### src/rtl/uart_tx_fifo_if.sv
`default_nettype none
// ============================================================================
// Module   : uart_tx_fifo_if
// Brief    : Host-write and transmitter-handshake bundle for uart_tx_fifo.
// Revision : 1.0 - initial release
// ============================================================================
interface uart_tx_fifo_if #(
   parameter int NBITS      = 8,
   parameter int DEPTH_LOG2 = 4
);
   logic                  i_wr;
   logic [NBITS-1:0]      i_wr_data;
   logic                  i_ovf_clr;
   logic                  i_tx_done;
   logic                  o_tx_start;
   logic [NBITS-1:0]      o_tx_data;
   logic                  o_full;
   logic                  o_empty;
   logic [DEPTH_LOG2:0]   o_count;
   logic                  o_overflow;

   modport master (
      output i_wr, i_wr_data, i_ovf_clr, i_tx_done,
      input  o_tx_start, o_tx_data, o_full, o_empty, o_count, o_overflow
   );

   modport slave (
      input  i_wr, i_wr_data, i_ovf_clr, i_tx_done,
      output o_tx_start, o_tx_data, o_full, o_empty, o_count, o_overflow
   );
endinterface
`default_nettype wire

### src/rtl/uart_tx_fifo.sv
`default_nettype none
// ============================================================================
// Module   : uart_tx_fifo
// Brief    : Circular TX FIFO with start/done dispatcher feeding a UART TX.
// Revision : 1.0 - initial release
// ============================================================================
module uart_tx_fifo #(
   parameter int NBITS      = 8,
   parameter int DEPTH_LOG2 = 4
) (
   input  wire logic       clk,
   input  wire logic       rst,
   uart_tx_fifo_if.slave   bus
);
   localparam int                  c_DEPTH    = 2 ** DEPTH_LOG2;
   localparam logic [DEPTH_LOG2:0] c_CNT_FULL = (DEPTH_LOG2 + 1)'(c_DEPTH);
   localparam logic [DEPTH_LOG2:0] c_CNT_ONE  = (DEPTH_LOG2 + 1)'(1);
   localparam logic [DEPTH_LOG2-1:0] c_PTR_ONE = DEPTH_LOG2'(1);

   typedef enum logic [1:0] {
      S_IDLE      = 2'd0,
      S_WAIT_BUSY = 2'd1,
      S_WAIT_DONE = 2'd2
   } state_t;

   state_t                 r_state;
   state_t                 w_state_next;
   logic [NBITS-1:0]       r_mem [c_DEPTH];
   logic [DEPTH_LOG2-1:0]  r_wr_ptr;
   logic [DEPTH_LOG2-1:0]  r_rd_ptr;
   logic [DEPTH_LOG2:0]    r_count;
   logic                   r_tx_start;
   logic [NBITS-1:0]       r_tx_data;
   logic                   r_overflow;
   logic                   w_full;
   logic                   w_empty;
   logic                   w_push;
   logic                   w_drop;
   logic                   w_pop;

   assign w_full  = (r_count == c_CNT_FULL);
   assign w_empty = (r_count == '0);
   // Full blocks the write even when a pop frees a slot in the same cycle.
   assign w_push  = bus.i_wr & ~w_full;
   assign w_drop  = bus.i_wr & w_full;

   always_comb begin
      w_state_next = r_state;
      w_pop        = 1'b0;
      case (r_state)
         S_IDLE: begin
            if (!w_empty && bus.i_tx_done) begin
               w_pop        = 1'b1;
               w_state_next = S_WAIT_BUSY;
            end
         end
         S_WAIT_BUSY: begin
            if (!bus.i_tx_done) w_state_next = S_WAIT_DONE;
         end
         S_WAIT_DONE: begin
            if (bus.i_tx_done) w_state_next = S_IDLE;
         end
         default: w_state_next = S_IDLE;
      endcase
   end

   always_ff @(posedge clk or negedge rst) begin
      if (!rst) begin
         r_state <= S_IDLE;
      end else begin
         r_state <= w_state_next;
      end
   end

   always_ff @(posedge clk) begin
      if (w_push) r_mem[r_wr_ptr] <= bus.i_wr_data;
   end

   always_ff @(posedge clk or negedge rst) begin
      if (!rst) begin
         r_wr_ptr   <= '0;
         r_rd_ptr   <= '0;
         r_count    <= '0;
         r_tx_start <= 1'b0;
         r_tx_data  <= '0;
         r_overflow <= 1'b0;
      end else begin
         r_tx_start <= w_pop;
         if (w_pop) begin
            r_tx_data <= r_mem[r_rd_ptr];
            r_rd_ptr  <= r_rd_ptr + c_PTR_ONE;
         end
         if (w_push) r_wr_ptr <= r_wr_ptr + c_PTR_ONE;
         case ({w_push, w_pop})
            2'b10:   r_count <= r_count + c_CNT_ONE;
            2'b01:   r_count <= r_count - c_CNT_ONE;
            default: r_count <= r_count;
         endcase
         if (w_drop) begin
            r_overflow <= 1'b1;
         end else if (bus.i_ovf_clr) begin
            r_overflow <= 1'b0;
         end
      end
   end

   assign bus.o_tx_start = r_tx_start;
   assign bus.o_tx_data  = r_tx_data;
   assign bus.o_full     = w_full;
   assign bus.o_empty    = w_empty;
   assign bus.o_count    = r_count;
   assign bus.o_overflow = r_overflow;
endmodule
`default_nettype wire

### src/flat_wrapper.sv
// flat-port wrapper written by rule: the top's interface ports become plain ports
module uart_tx_fifo_flat 
#(
   parameter int NBITS      = 8,
   parameter int DEPTH_LOG2 = 4
)
  (clk, rst, bus_i_wr, bus_i_wr_data, bus_i_ovf_clr, bus_i_tx_done, bus_o_tx_start, bus_o_tx_data, bus_o_full, bus_o_empty, bus_o_count, bus_o_overflow);
  uart_tx_fifo_if #(.NBITS(NBITS), .DEPTH_LOG2(DEPTH_LOG2)) bus_i ();
  input  wire logic clk;
  input  wire logic rst;
  input wire logic [$bits(bus_i.i_wr)-1:0] bus_i_wr;
  input wire logic [$bits(bus_i.i_wr_data)-1:0] bus_i_wr_data;
  input wire logic [$bits(bus_i.i_ovf_clr)-1:0] bus_i_ovf_clr;
  input wire logic [$bits(bus_i.i_tx_done)-1:0] bus_i_tx_done;
  output wire logic [$bits(bus_i.o_tx_start)-1:0] bus_o_tx_start;
  output wire logic [$bits(bus_i.o_tx_data)-1:0] bus_o_tx_data;
  output wire logic [$bits(bus_i.o_full)-1:0] bus_o_full;
  output wire logic [$bits(bus_i.o_empty)-1:0] bus_o_empty;
  output wire logic [$bits(bus_i.o_count)-1:0] bus_o_count;
  output wire logic [$bits(bus_i.o_overflow)-1:0] bus_o_overflow;
  assign bus_i.i_wr = bus_i_wr;
  assign bus_i.i_wr_data = bus_i_wr_data;
  assign bus_i.i_ovf_clr = bus_i_ovf_clr;
  assign bus_i.i_tx_done = bus_i_tx_done;
  assign bus_o_tx_start = bus_i.o_tx_start;
  assign bus_o_tx_data = bus_i.o_tx_data;
  assign bus_o_full = bus_i.o_full;
  assign bus_o_empty = bus_i.o_empty;
  assign bus_o_count = bus_i.o_count;
  assign bus_o_overflow = bus_i.o_overflow;
  uart_tx_fifo #(.NBITS(NBITS), .DEPTH_LOG2(DEPTH_LOG2)) u_core (.clk(clk), .rst(rst), .bus(bus_i));
endmodule
### config.mk
export PLATFORM = sky130hd
export DESIGN_NAME = uart_tx_fifo_flat
export DESIGN_NICKNAME = d
export VERILOG_FILES = /design/src/rtl/uart_tx_fifo_if.sv /design/src/rtl/uart_tx_fifo.sv /design/src/flat_wrapper.sv
export SDC_FILE = /design/constraint.sdc
export NUM_CORES = 1
export LEC_CHECK = 0
export BUFFER_PORTS_ARGS = -buffer_cell sky130_fd_sc_hd__buf_4
export CAP_MARGIN = 30
export CORE_UTILIZATION = 65
export CTS_CLUSTER_DIAMETER = 50
export CTS_CLUSTER_SIZE = 14
export DETAILED_ROUTE_END_ITERATION = 8
export PLACE_DENSITY = 0.92
export SYNTH_ARGS = -nofsm -noshare
export SYNTH_HDL_FRONTEND = slang
export SYNTH_SLANG_ARGS = --single-unit
### constraint.sdc
create_clock -name clk -period 6.69 [get_ports clk]
set_input_delay 1.338 -clock clk [delete_from_list [all_inputs] [get_ports clk]]
set_output_delay 1.338 -clock clk [all_outputs]
set_load 0.02 [all_outputs]
==> metrics <==
Avg Cell Area, Syn 19.4 um^2; Crit. Startpoint u_core.bus.o_count[3]$_DFFE_PN0P_; I/O pin total 30; gpl congestion 0.786; RSZ-0062 raised after global routing false; maximum clock frequency 319 MHz; Util after Layout 0.765; post-CTS setup repair buffer count 0; min cycle time layout 3.14 ns; worst path arrival time 1.80 ns; Pre-antenna DRT Iters 5; vias in the first global route 3194; pin count of the biggest net entering global routing 35; sequential share of the synthesized area 0.723; Wirelength per Cell 25.5 um; status complete, no violations; die height 99.5 um; leak pwr 2.46 nW; Critical Path RT 5.35 ns; global-route wire length before repair 19500 um; VDD IR-drop max 0.180 mV; CTS tree built; final setup margin 3.55 ns; Max Buffers Root-to-Sink 2; synth warn 0; htree depth 4; EDFF count, synth 128; Area Overhead vs Synth 14.3%; R2R Setup Slk 3.90 ns; antenna violations before repair 0; Syn Nets 339; Routed Antenna Nets 0; GRT Total Usage 0.285; Rows 35; vias per cell 6.42; Cell Area, Synth 6180 um^2; synth unique cells 37; setup TNS 0 ns; vias 3197; DP Wirelength 7470 um; n_diodes 0; Worst-path clk slew 0.06 ns; share of synthesized flip-flops with an asynchronous set or reset 0.163; clk sink count 153; DRC Markers 0; Critical Path Sink bus_o_empty; Worst setup SP type register; PwrDens 444 nW/um^2; Iteration-0 DRC Markers 301; worst min-delay path class register to register; IO buf count 29; fin crit share 0.469; CP Capture Type output port; Rel. slew slack 0.450; Post-Synthesis Cells 318; Max Cap Viol 0; layout cells sized above 1 0.314; setup violators final 0; clock latency on the worst-skew pair 0.52 ns; Layout Nets 377; FF-to-FF End u_core.bus.o_count[4]$_DFFE_PN0P_; Reg area 4470 um^2; multi-input logic area 1580 um^2; slowest CP cell dfrtp_1; Main synth FF type edfxtp_1; Fin. Hold Viols 0; Fill cells 471; post-cts sizing count 0; Worst Path Max Fanout 6; worst flop-to-flop path startpoint u_core.bus.o_count[2]$_DFFE_PN0P_; Max Slew Vio Count 0; number of synthesized register bits 153; CTS hold repair buffers 0; worst-path cell chain nor4_4, and2_1, buf_4; dpl ws 3.23 ns; CP max stage delay 0.48 ns; clk root buf clkbuf_8; TritonCTS buffer count 17; Slew @ Worst Pin 0.822 ns; Overflow after GRT 0; critical path class register to output port; die area 9910 um^2; final WL 12700 um; final clock skew 0.00980 ns; core area 9240 um^2; die width 99.5 um; Initial Util 0.669; Worst Reg-to-Reg Cells 10
-- per-stage QoR --
step	hold WS [ns]	cells	total power, W	instance area [um^2]
after global routing	0.557	498	0.00326	7070
final	0.533	498	0.00314	7070
after global placement	0.499	462	0.00218	6480
after floorplan	0.497	318	0.00197	6180
after detailed placement	0.522	465	0.00222	6500
after CTS	0.536	497	0.00315	7060
-- cell usage in the layout, fill, tap and decap left out, types with 2 or more instances in the layout --
cell type	instances
nor3_1	5
and3b_1	2
mux2i_1	8
nand2_1	7
edfxtp_1	128
inv_1	8
nand2b_1	3
a21oi_1	3
ha_1	8
clkbuf_16	16
inv_8	2
a221oi_2	8
o21ai_0	3
xnor2_1	7
dfrtp_1	24
clkinvlp_4	3
o22ai_1	8
mux4_2	32
mux2_2	2
buf_2	3
buf_4	32
inv_6	3
and2_1	3
nor2_1	22
clkinv_4	4
xor2_1	6
-- worst max-delay path, delay by kind of cell (launching register included) --
family                 cells  cell delay [ns]
DFF                        1             0.48
buffers and inverters      1             0.14
and+or+nand+nor            2             0.67
-- power breakdown --
group	internal (W)	total, W	switching (W)
Clock	0.000503	0.000904	0.000401
Sequential	0.00118	0.00132	0.000132
Combinational	0.000410	0.000916	0.000506
-- how the worst min path moves through the flow --
| stage | from | to | slack, ns | cells past startpoint |
|---|---|---|---|---|
| finish | u_core.bus.o_overflow$_DFFE_PN0P_ | u_core.bus.o_overflow$_DFFE_PN0P_ | 0.53 | 1 |
| global route | u_core.bus.o_overflow$_DFFE_PN0P_ | u_core.bus.o_overflow$_DFFE_PN0P_ | 0.56 | 1 |
| CTS | u_core.bus.o_overflow$_DFFE_PN0P_ | u_core.bus.o_overflow$_DFFE_PN0P_ | 0.54 | 1 |
| detailed placement | u_core.bus.o_overflow$_DFFE_PN0P_ | u_core.bus.o_overflow$_DFFE_PN0P_ | 0.52 | 1 |
| global placement | u_core.bus.o_overflow$_DFFE_PN0P_ | u_core.bus.o_overflow$_DFFE_PN0P_ | 0.50 | 1 |
| floorplan | u_core.r_state[1]$_DFFE_PN0P_ | u_core.r_state[0]$_DFFE_PN0P_ | 0.50 | 1 |
-- cell usage after synthesis, drive strengths merged (3+ instances only) --
| library cell | n | area (um^2) |
|---|---|---|
| xnor2 | 8 | 77.6 |
| nand2b | 3 | 18.8 |
| clkbuf | 3 | 11.3 |
| and2 | 3 | 18.8 |
| mux4 | 32 | 721 |
| dfrtp | 25 | 626 |
| o21ai | 3 | 15.0 |
| o22ai | 8 | 50.1 |
| xor2 | 6 | 52.6 |
| nor2 | 22 | 82.6 |
| nand2 | 7 | 26.3 |
| buf | 14 | 91.3 |
| a221oi | 8 | 120 |
| a21oi | 3 | 15.0 |
| inv | 8 | 30.0 |
| mux2i | 8 | 80.1 |
| ha | 8 | 100 |
| edfxtp | 128 | 3840 |
| nor3 | 5 | 25.0 |
-- final cells by class --
type / count / area share
inverter: 8 / 0.00425
tap: 129 / 0.0228
multi-input combinational: 140 / 0.224
clock inverter: 14 / 0.0200
timing repair buffer: 36 / 0.0372
clock buffer: 18 / 0.0591
sequential: 153 / 0.633
-- kinds of logic (layout without fill, tap and decap cells) --
logic type,after synthesis,count (layout),synth area share
DFF,153,153,0.723
and+or+nand+nor,47,47,0.0405
muxes,42,42,0.133
AOI/OAI and AO/OA,29,29,0.0451
buffers and inverters,25,76,0.0214
xor gates and xnor gates,14,14,0.0210
adders and majority gates,8,8,0.0162
-- registers in the layout, summed over array words and instances (netlist names) --
signal	count
u_core.r_state	2
u_core.r_mem	128
u_core.bus.o_tx_start	1
u_core.bus.o_count	5
u_core.r_wr_ptr	4
u_core.r_rd_ptr	4
u_core.bus.o_overflow	1
u_core.bus.o_tx_data	8
-- per-layer routing --
layer | vias to the layer above | global-route usage | wire, um
met5 | - | 0 | 0
met4 | 0 | 0.115 | 333
met3 | 28 | 0.0618 | 899
met2 | 178 | 0.457 | 6510
met1 | 1648 | 0.390 | 4940
li1 | 1343 | - | -
No activity file was read; power rests on OpenSTA's default activity.
